$ cat src/rtl/alu_pkg.sv
// Shared encodings for the ALU op sequencer: command codes, one-hot ALU selects
// and the sequencer state type.
package alu_pkg;

    localparam int DATA_W_DEF = 8;

    localparam logic [2:0] OP_AND  = 3'd0;
    localparam logic [2:0] OP_OR   = 3'd1;
    localparam logic [2:0] OP_NOT  = 3'd2;
    localparam logic [2:0] OP_XOR  = 3'd3;
    localparam logic [2:0] OP_ADD  = 3'd4;
    localparam logic [2:0] OP_SUB  = 3'd5;
    localparam logic [2:0] OP_MULT = 3'd6;

    localparam logic [1:0] SRC_PERSIST = 2'd0;
    localparam logic [1:0] SRC_LOAD    = 2'd1;
    localparam logic [1:0] SRC_RESET   = 2'd2;

    localparam logic [2:0] IN_SEL_PERSIST = 3'b100;
    localparam logic [2:0] IN_SEL_LOAD    = 3'b010;
    localparam logic [2:0] IN_SEL_RESET   = 3'b001;

    localparam logic [6:0] OUT_SEL_NONE = 7'b0000000;
    localparam logic [6:0] OUT_SEL_AND  = 7'b1000000;
    localparam logic [6:0] OUT_SEL_OR   = 7'b0100000;
    localparam logic [6:0] OUT_SEL_NOT  = 7'b0010000;
    localparam logic [6:0] OUT_SEL_XOR  = 7'b0001000;
    localparam logic [6:0] OUT_SEL_ADD  = 7'b0000100;
    localparam logic [6:0] OUT_SEL_SUB  = 7'b0000010;
    localparam logic [6:0] OUT_SEL_MULT = 7'b0000001;

    typedef enum logic [2:0] {
        ST_IDLE  = 3'd0,
        ST_ISSUE = 3'd1,
        ST_WAIT  = 3'd2,
        ST_ERR   = 3'd3,
        ST_RESP  = 3'd4
    } state_e;

endpackage

$ cat src/rtl/alu_op_decode.sv
// Combinational command decoder: op/source codes to one-hot ALU selects plus
// a legality flag covering both fields.
module alu_op_decode
    import alu_pkg::*;
(
    input  logic [2:0] cmd_op,
    input  logic [1:0] cmd_src,
    output logic [6:0] out_sel,
    output logic [2:0] in_sel,
    output logic       legal
);

    logic op_ok_s;
    logic src_ok_s;

    // Op code to one-hot ALU output select
    always_comb begin
        out_sel = OUT_SEL_NONE;
        op_ok_s = 1'b1;
        case (cmd_op)
            OP_AND:  out_sel = OUT_SEL_AND;
            OP_OR:   out_sel = OUT_SEL_OR;
            OP_NOT:  out_sel = OUT_SEL_NOT;
            OP_XOR:  out_sel = OUT_SEL_XOR;
            OP_ADD:  out_sel = OUT_SEL_ADD;
            OP_SUB:  out_sel = OUT_SEL_SUB;
            OP_MULT: out_sel = OUT_SEL_MULT;
            default: begin
                out_sel = OUT_SEL_NONE;
                op_ok_s = 1'b0;
            end
        endcase
    end

    // Source code to one-hot accumulator input select
    always_comb begin
        in_sel   = IN_SEL_PERSIST;
        src_ok_s = 1'b1;
        case (cmd_src)
            SRC_PERSIST: in_sel = IN_SEL_PERSIST;
            SRC_LOAD:    in_sel = IN_SEL_LOAD;
            SRC_RESET:   in_sel = IN_SEL_RESET;
            default: begin
                in_sel   = IN_SEL_PERSIST;
                src_ok_s = 1'b0;
            end
        endcase
    end

    assign legal = op_ok_s & src_ok_s;

endmodule

$ cat src/rtl/alu_op_sequencer.sv
// Issues one command at a time to the accumulator ALU, waits its latency and
// returns the captured result/error over a valid/ready response port.
module alu_op_sequencer
    import alu_pkg::*;
#(
    parameter int DATA_W  = DATA_W_DEF,
    parameter int ALU_LAT = 1,
    parameter int CNT_W   = 8
) (
    input  logic              clk,
    input  logic              rst_n,
    input  logic              cmd_valid,
    output logic              cmd_ready,
    input  logic [2:0]        cmd_op,
    input  logic [1:0]        cmd_src,
    input  logic [DATA_W-1:0] cmd_a,
    input  logic [DATA_W-1:0] cmd_b,
    output logic [2:0]        alu_in_sel,
    output logic [DATA_W-1:0] alu_num1,
    output logic [DATA_W-1:0] alu_num2,
    output logic [6:0]        alu_out_sel,
    input  logic [DATA_W-1:0] alu_result,
    input  logic              alu_ovf,
    output logic              rsp_valid,
    input  logic              rsp_ready,
    output logic [DATA_W-1:0] rsp_data,
    output logic              rsp_err,
    output logic              busy,
    output logic [CNT_W-1:0]  err_count
);

    localparam int                WCNT_W    = (ALU_LAT > 1) ? $clog2(ALU_LAT) : 1;
    localparam logic [WCNT_W-1:0] WAIT_LOAD = WCNT_W'(ALU_LAT - 1);
    localparam logic [WCNT_W-1:0] WAIT_ONE  = WCNT_W'(1'b1);
    localparam logic [WCNT_W-1:0] WAIT_ZERO = WCNT_W'(1'b0);
    localparam logic [CNT_W-1:0]  CNT_MAX   = {CNT_W{1'b1}};
    localparam logic [CNT_W-1:0]  CNT_ONE   = CNT_W'(1'b1);
    localparam logic [DATA_W-1:0] DATA_ZERO = {DATA_W{1'b0}};

    state_e            state_r, state_nxt_s;
    logic [WCNT_W-1:0] wait_cnt_r, wait_cnt_nxt_s;
    logic [2:0]        in_sel_r, in_sel_nxt_s;
    logic [6:0]        out_sel_r, out_sel_nxt_s;
    logic [DATA_W-1:0] num1_r, num1_nxt_s, num2_r, num2_nxt_s;
    logic              rsp_valid_r, rsp_valid_nxt_s;
    logic [DATA_W-1:0] rsp_data_r, rsp_data_nxt_s;
    logic              rsp_err_r, rsp_err_nxt_s;
    logic [CNT_W-1:0]  err_count_r, err_count_nxt_s;
    logic              cmd_ready_r, busy_r;

    logic [6:0]        dec_out_sel_s;
    logic [2:0]        dec_in_sel_s;
    logic              dec_legal_s;

    alu_op_decode u_decode (
        .cmd_op  (cmd_op),
        .cmd_src (cmd_src),
        .out_sel (dec_out_sel_s),
        .in_sel  (dec_in_sel_s),
        .legal   (dec_legal_s)
    );

    // State register
    always_ff @(posedge clk or negedge rst_n) begin
        if (!rst_n) begin
            state_r <= ST_IDLE;
        end else begin
            state_r <= state_nxt_s;
        end
    end

    // Next state plus next value of every registered output; ALU drive is
    // computed one cycle ahead so it is valid throughout the target state.
    always_comb begin
        state_nxt_s     = state_r;
        wait_cnt_nxt_s  = wait_cnt_r;
        in_sel_nxt_s    = in_sel_r;
        out_sel_nxt_s   = out_sel_r;
        num1_nxt_s      = num1_r;
        num2_nxt_s      = num2_r;
        rsp_valid_nxt_s = rsp_valid_r;
        rsp_data_nxt_s  = rsp_data_r;
        rsp_err_nxt_s   = rsp_err_r;
        err_count_nxt_s = err_count_r;
        case (state_r)
            ST_IDLE: begin
                if (cmd_valid && dec_legal_s) begin
                    state_nxt_s    = ST_ISSUE;
                    in_sel_nxt_s   = dec_in_sel_s;
                    out_sel_nxt_s  = dec_out_sel_s;
                    num1_nxt_s     = cmd_a;
                    num2_nxt_s     = cmd_b;
                    wait_cnt_nxt_s = WAIT_LOAD;
                end else if (cmd_valid) begin
                    state_nxt_s     = ST_RESP;
                    rsp_valid_nxt_s = 1'b1;
                    rsp_data_nxt_s  = DATA_ZERO;
                    rsp_err_nxt_s   = 1'b1;
                end else begin
                    state_nxt_s = ST_IDLE;
                end
            end
            ST_ISSUE: begin
                state_nxt_s  = ST_WAIT;
                in_sel_nxt_s = IN_SEL_PERSIST;
            end
            ST_WAIT: begin
                if (wait_cnt_r == WAIT_ZERO) begin
                    rsp_data_nxt_s = alu_result;
                    rsp_err_nxt_s  = alu_ovf;
                    if (alu_ovf) begin
                        state_nxt_s  = ST_ERR;
                        in_sel_nxt_s = IN_SEL_RESET;
                    end else begin
                        state_nxt_s     = ST_RESP;
                        rsp_valid_nxt_s = 1'b1;
                        out_sel_nxt_s   = OUT_SEL_NONE;
                        num1_nxt_s      = DATA_ZERO;
                        num2_nxt_s      = DATA_ZERO;
                    end
                end else begin
                    wait_cnt_nxt_s = wait_cnt_r - WAIT_ONE;
                end
            end
            ST_ERR: begin
                state_nxt_s     = ST_RESP;
                rsp_valid_nxt_s = 1'b1;
                in_sel_nxt_s    = IN_SEL_PERSIST;
                out_sel_nxt_s   = OUT_SEL_NONE;
                num1_nxt_s      = DATA_ZERO;
                num2_nxt_s      = DATA_ZERO;
            end
            ST_RESP: begin
                if (rsp_ready) begin
                    state_nxt_s     = ST_IDLE;
                    rsp_valid_nxt_s = 1'b0;
                    if (rsp_err_r && (err_count_r != CNT_MAX)) begin
                        err_count_nxt_s = err_count_r + CNT_ONE;
                    end else begin
                        err_count_nxt_s = err_count_r;
                    end
                end else begin
                    state_nxt_s = ST_RESP;
                end
            end
            default: begin
                state_nxt_s     = ST_IDLE;
                rsp_valid_nxt_s = 1'b0;
                in_sel_nxt_s    = IN_SEL_PERSIST;
                out_sel_nxt_s   = OUT_SEL_NONE;
                num1_nxt_s      = DATA_ZERO;
                num2_nxt_s      = DATA_ZERO;
            end
        endcase
    end

    // Output, wait-counter and response registers
    always_ff @(posedge clk or negedge rst_n) begin
        if (!rst_n) begin
            wait_cnt_r  <= WAIT_ZERO;
            in_sel_r    <= IN_SEL_PERSIST;
            out_sel_r   <= OUT_SEL_NONE;
            num1_r      <= DATA_ZERO;
            num2_r      <= DATA_ZERO;
            rsp_valid_r <= 1'b0;
            rsp_data_r  <= DATA_ZERO;
            rsp_err_r   <= 1'b0;
            err_count_r <= {CNT_W{1'b0}};
            cmd_ready_r <= 1'b1;
            busy_r      <= 1'b0;
        end else begin
            wait_cnt_r  <= wait_cnt_nxt_s;
            in_sel_r    <= in_sel_nxt_s;
            out_sel_r   <= out_sel_nxt_s;
            num1_r      <= num1_nxt_s;
            num2_r      <= num2_nxt_s;
            rsp_valid_r <= rsp_valid_nxt_s;
            rsp_data_r  <= rsp_data_nxt_s;
            rsp_err_r   <= rsp_err_nxt_s;
            err_count_r <= err_count_nxt_s;
            cmd_ready_r <= (state_nxt_s == ST_IDLE);
            busy_r      <= (state_nxt_s != ST_IDLE);
        end
    end

    assign cmd_ready   = cmd_ready_r;
    assign busy        = busy_r;
    assign alu_in_sel  = in_sel_r;
    assign alu_out_sel = out_sel_r;
    assign alu_num1    = num1_r;
    assign alu_num2    = num2_r;
    assign rsp_valid   = rsp_valid_r;
    assign rsp_data    = rsp_data_r;
    assign rsp_err     = rsp_err_r;
    assign err_count   = err_count_r;

endmodule

$ cat config.mk
export PLATFORM = sky130hd
export DESIGN_NAME = alu_op_sequencer
export DESIGN_NICKNAME = d
export VERILOG_FILES = /design/src/rtl/alu_pkg.sv /design/src/rtl/alu_op_decode.sv /design/src/rtl/alu_op_sequencer.sv
export SDC_FILE = /design/constraint.sdc
export NUM_CORES = 1
export LEC_CHECK = 0
export ABC_AREA = 1
export ABC_CLOCK_PERIOD_IN_PS = 1750
export BUFFER_PORTS_ARGS = -buffer_cell sky130_fd_sc_hd__buf_2
export CORE_ASPECT_RATIO = 0.75
export CORE_UTILIZATION = 45
export CTS_CLUSTER_SIZE = 40
export DETAILED_ROUTE_END_ITERATION = 8
export GPL_TIMING_DRIVEN = 0
export PLACE_DENSITY = 0.79
export SLEW_MARGIN = 20
export SYNTH_ARGS = -nofsm -noshare
export SYNTH_HDL_FRONTEND = slang
export SYNTH_SLANG_ARGS = --single-unit
$ cat constraint.sdc
create_clock -name clk -period 1.75 [get_ports clk]
set_input_delay 0.175 -clock clk [delete_from_list [all_inputs] [get_ports clk]]
set_output_delay 0.175 -clock clk [all_outputs]
set_load 0.005 [all_outputs]
== After elaboration in Yosys (flattened, before gate mapping) ==
Cells that the tools add are included.

* Bits of input ports: 34
* Output and inout port bits: 46
* Word-level logic and storage cells: 94
* Register bits: 50

* Add/sub/neg operators: 2
* Multiplexer cells: 39
* Equality and inequality tests: 20
* Bitwise operators: 4
* Reduce and logical (&&, ||, !) cells: 17

{| class="wikitable"
|+ Operators with widths
! operator !! number
|-
| $mux W8 || 7
|-
| $pmux W7 S7 || 1
|-
| $pmux W8 S3 || 2
|-
| $mux W3 || 8
|-
| $mux W7 || 3
|-
| $pmux W7 S3 || 1
|-
| $pmux W8 S2 || 1
|-
| $pmux W3 S5 || 1
|-
| $ne A2 B2 Y1 const B || 7
|-
| $eq A3 B2 Y1 const B || 4
|-
| $eq A3 B3 Y1 const B || 4
|-
| $reduce_and A4 Y1 || 3
|-
| $mux W1 || 10
|-
| $logic_not A3 Y1 || 3
|-
| $pmux W3 S3 || 1
|-
| $add A8 B1 Y8 const B || 1
|-
| $ne A8 B8 Y1 const B || 1
|-
| $reduce_or A7 Y1 || 1
|-
| $eq A3 B1 Y1 const B || 2
|-
| $pmux W3 S2 || 1
|-
| $reduce_and A6 Y1 || 1
|-
| $pmux W1 S5 || 1
|-
| $pmux W1 S2 || 2
|-
| $not A1 Y1 || 3
|-
| other kinds (12) || 13
|}

== Depth between registers and ports, before layout ==
* Word-level depth: 8
* Depth in mapped cells: 9
* Mapped depth without buffers: 8

== Cells and area by module ==
A second synthesis with hierarchy kept.

* Cells, all modules: 289
* Area total of the unflattened synthesis: 2,442.3 um2

{| class="wikitable"
|+ By module, submodules not included
! module !! seq. area each (um2) !! cells each !! area an instance (um2) !! instances
|-
| alu_op_sequencer || 1,228.7 || 266 || 2,328.5 || 1
|-
| alu_op_decode || 0.0 || 23 || 113.9 || 1
|}

== Worst setup path before layout ==
Ideal clock, no wire load.

* Kind: register to register
* Start point: reg state_r[0]
* End point: reg out_sel_r[2], in the netlist alu_out_sel[2]
* Buffers on the path: 2
* Data required time: 1,634 ps
* Cell stages (with the launch flop): 9
* Path slack: 429 ps
* Arrival: 1,204 ps
* Clock period less this slack: 1,321 ps
* Library setup time: 116 ps
* Cells stage by stage: dfrtp_1 > buf_6 > nor2_4 > nand2_4 > inv_4 > nand2_2 > buf_2 > nand3_1 > nand2_1

* Longest elaborated chain between the ends: 4
* Elaborated cells on any way between the ends: 11
* Those cells by class: eq/ne (6); mux (1); bitwise (1); reduce/logical (3)

{| class="wikitable"
|+ Ends and longest elaborated chain
! element !! line !! RTL
|-
| start: declaration || alu_op_sequencer.sv:40 || <nowiki>state_e state_r, state_nxt_s;</nowiki>
|-
| start signal: assignment || alu_op_sequencer.sv:68 || <nowiki>state_r <= state_nxt_s;</nowiki>
|-
| $eq A3 B3 Y1 or $eq A3 B1 Y1 (tied branches) || alu_op_sequencer.sv:85 || <nowiki>case (state_r)</nowiki>
|-
| $reduce_or A2 Y1 (no source line) || n/a ||
|-
| $not A1 Y1 (no source line) || n/a ||
|-
| $reduce_and A4 Y1 (no source line) || n/a ||
|-
| end signal: assignment || alu_op_sequencer.sv:174 || <nowiki>out_sel_r <= out_sel_nxt_s;</nowiki>
|-
| end: declaration || alu_op_sequencer.sv:43 || <nowiki>logic [6:0] out_sel_r, out_sel_nxt_s;</nowiki>
|}

Several ways; a longest one is shown, not always the timed one.
A chain may end at the register's enable or synchronous reset.

== Worst setup path in the final report ==
* Start point: reg state_r[2]
* End point: reg in_sel_r[1], in the netlist alu_in_sel[1]

* Longest elaborated chain between the ends: 3
* Elaborated cells on any way between the ends: 9
* Those cells by class: eq/ne (5); mux (1); bitwise (1); reduce/logical (2)

{| class="wikitable"
|+ Ends and longest elaborated chain
! element !! line !! RTL
|-
| $eq A3 B2 Y1, or another cell as far along || alu_op_sequencer.sv:85 ||
|-
| $ne A2 B2 Y1 (no source line) or $not A1 Y1 (tied branches) || n/a ||
|-
| $reduce_and A4 Y1 (no source line) || n/a ||
|-
| end signal: assignment || alu_op_sequencer.sv:173 || <nowiki>in_sel_r <= in_sel_nxt_s;</nowiki>
|-
| end: declaration || alu_op_sequencer.sv:42 || <nowiki>logic [2:0] in_sel_r, in_sel_nxt_s;</nowiki>
|}

Several ways; a longest one is shown, not always the timed one.

==> out/qor.txt <==
Synth top area share: 49.8%
clock skew: 0.00336 ns
Hold Path Class: in -> reg
fraction of layout cells with a size suffix above 1: 28.4%
outcome: finished clean
Clock Tree Buf Depth: 2
Final Hold Vio Count: 0
Synth async-reset ratio: 100%
Antenna Nets Post-Route: 0
H-tree lvl count: 2
Root Driver: clkbuf_8
CTS Sinks: 49
critical path launch point type: flop
count of different cell masters after synthesis: 24
Pwr Density: 1670 nW/um^2
sw frac: 41.9%
setup tns final: 0 ns
fmax: 640 MHz
Max-slew headroom: 60.1%
arrival time worst endpoint: 1.80 ns
WL met1: 2460 um
final setup fails: 0
Comb power frac: 48.2%
RSZ-0062 raised after global routing: no
clock share of power: 12.9%
multi-input logic area: 981 um^2
synth warn: 0
gpl congestion: 0.826
vias: 2,079
TritonCTS clock tree: yes
Initial DRC Count: 127
first-pass GRT wire length: 8410 um
Peak VDD IR: 0.728 mV
Post-Syn Instances: 296
# Max-Cap Violations: 0
Switch Pwr: 2.05 mW
Antenna diodes: 0
Slew @ Worst Pin: 0.599 ns
largest net degree at the start of global routing: 50
die height: 64.8 um
Area contributors post-synth: dfrtp_1 50%, nand2_1 22%, nand3_1 5.9%, inv_1 3.8%, nor2_1 2.4%
initial antenna violation count: 0
uppermost layer routed: met4
Final Hold Slack: 0.0711 ns
Internal: 2.85 mW
Net Count, Synth: 334
Post-synth top cells: 139 x nand2_1, 47 x dfrtp_1, 28 x nand3_1, 24 x inv_1, 15 x nor2_1
Final HPWL DP: 3710 um
fin crit share: 89.3%
Lkg Pwr: 1.78 nW
critical setup path kind: reg -> reg
Critical Path End Type: flop
FF/Latch Area: 1230 um^2
Crit path required time: 1.99 ns
synthesized flop and latch total: 49
Initial Utilization: 47.4%
global route overflow: 0
core area: 4980 um^2
met3 wire len: 183 um
fin crit period: 1.56 ns
DRC: 0
Non-Filler Instances: 456
placed insts: 447
sequential share of power: 38.9%
die area: 5550 um^2
clock buffer count from CTS: 5
worst slack, placed: 0.183 ns
area leader, netlist: dfrtp_1
FP Rows: 22
met2 wire len: 2270 um
Detailed Route WL: 4970 um
drt via density: 4.56
Reg clk slew, reported paths: 0.08 ns
final core utilization: 59.0%
cell area after synthesis: 2360 um^2
post_cts resized: 0
Slew Limit Fails: 0
number of nets in the layout: 421
routed len/inst: 10.9 um
Synth-to-Final Area Change: 24.5%
total track usage: 19.3%
EDFF count, synth: 0
vias in the first global route: 1,915
DR pass1 iterations: 5
most common cell in the netlist: nand2_1
final worst slack: 0.187 ns
I/O pin cnt: 80
fillers: 483
worst-path fanout max: 9
IO Port Bufs: 79
Top FF cell, synth: dfrtp_1
Mean Syn Cell Area: 7.98 um^2
Seq/Total Area, Yosys: 52.0%
worst skew pair latency: 0.30 ns
die span in x: 85.7 um
==> sequential cells by signal (all words and copies together), names as in the netlist <==
register and count:
err_count 8, alu_num1 8, rsp_data 8, alu_in_sel 3, rsp_valid 1, rsp_err 1
cmd_ready 1, alu_num2 8, alu_out_sel 7, busy 1, state_r 3
==> cell usage in the layout, fill, tap and decap left out, drive strengths merged <==
master / netlist / routed
nor2: 21 / 21
nand2: 146 / 146
nand4: 5 / 5
nor3: 3 / 3
buf: 5 / 84
xor2: 2 / 2
ha: 4 / 4
a21oi: 1 / 1
o21ai: 2 / 2
dlygate4sd3: 0 / 1
dfrtp: 47 / 47
nand3: 29 / 29
dfstp: 2 / 2
inv: 28 / 28
clkbuf: 0 / 8
xnor2: 1 / 1
==> through the flow <==
step | power [mW] | instance area (um^2)
4_1_cts | 4.96 | 2930
2_1_floorplan | 3.46 | 2360
6_report | 4.90 | 2940
5_1_grt | 5.36 | 2940
3_3_place_gp | 4.23 | 2850
3_5_place_dp | 4.31 | 2850
==> cell families after synthesis <==
kind of cell	share of synthesized area [%]
fa+ha+maj	2.12
simple gates	37.6
xor+xnor	1.11
flops	52.0
buf+inv	6.51
compound gates	0.635
==> path summary, 6_finish.rpt <==
kind / startpoint / to / slack (ns) / depth (start not counted)
setup / recovery: state_r[2]$_DFF_PN0_ / alu_in_sel[1]$_DFFE_PN0P_ / 0.19 / 7
hold / removal: cmd_b[2] / alu_num2[2]$_DFFE_PN0P_ / 0.07 / 3
setup reg to reg: state_r[2]$_DFF_PN0_ / alu_in_sel[1]$_DFFE_PN0P_ / 0.19 / 7
hold reg to reg: alu_in_sel[2]$_DFFE_PN1P_ / alu_in_sel[2]$_DFFE_PN1P_ / 0.47 / 2
max in group asynchronous: rst_n / state_r[1]$_DFF_PN0_ / 0.91 / 2
min in group asynchronous: rst_n / alu_num2[1]$_DFFE_PN0P_ / 0.44 / 2
==> critical path, cell delays in order (launching register included) <==
cell and delay [ns]:
dfrtp_1 0.46, inv_2 0.15, nand2_1 0.08, nor2_2 0.29, nand2_1 0.22, nand3_1 0.19, nand2_1 0.06, nand2_1 0.06
==> layer usage <==
metal / vias up / track usage, %
met5: - / 0
li1: 1085 / -
met4: 0 / 6.25
met2: 49 / 32.5
met3: 7 / 3.69
met1: 938 / 25.2
==> cell type report <==
cell class | instances | area share [%]
Buffer | 5 | 1.57
Clock buffer | 8 | 2.72
Timing Repair Buffer | 80 | 13.9
Sequential cell | 49 | 41.8
Inverter | 28 | 3.66
Multi-Input combinational cell | 214 | 33.3
Tap cell | 72 | 3.06
==> power groups by stage <==
stage,logic (mW),clock network [mW],registers [mW]
2_1_floorplan,1.50,0,1.96
3_3_place_gp,2.33,0,1.90
3_5_place_dp,2.38,0,1.93
4_1_cts,2.39,0.652,1.91
5_1_grt,2.69,0.702,1.97
6_report,2.36,0.630,1.91
==> repair_timing <==
item	in CTS	in global routing
setup buffers	0	0
endpoints found under the hold margin	0	47
hold buffers	0	1
Note: power is estimated with default switching activity, not from simulation.
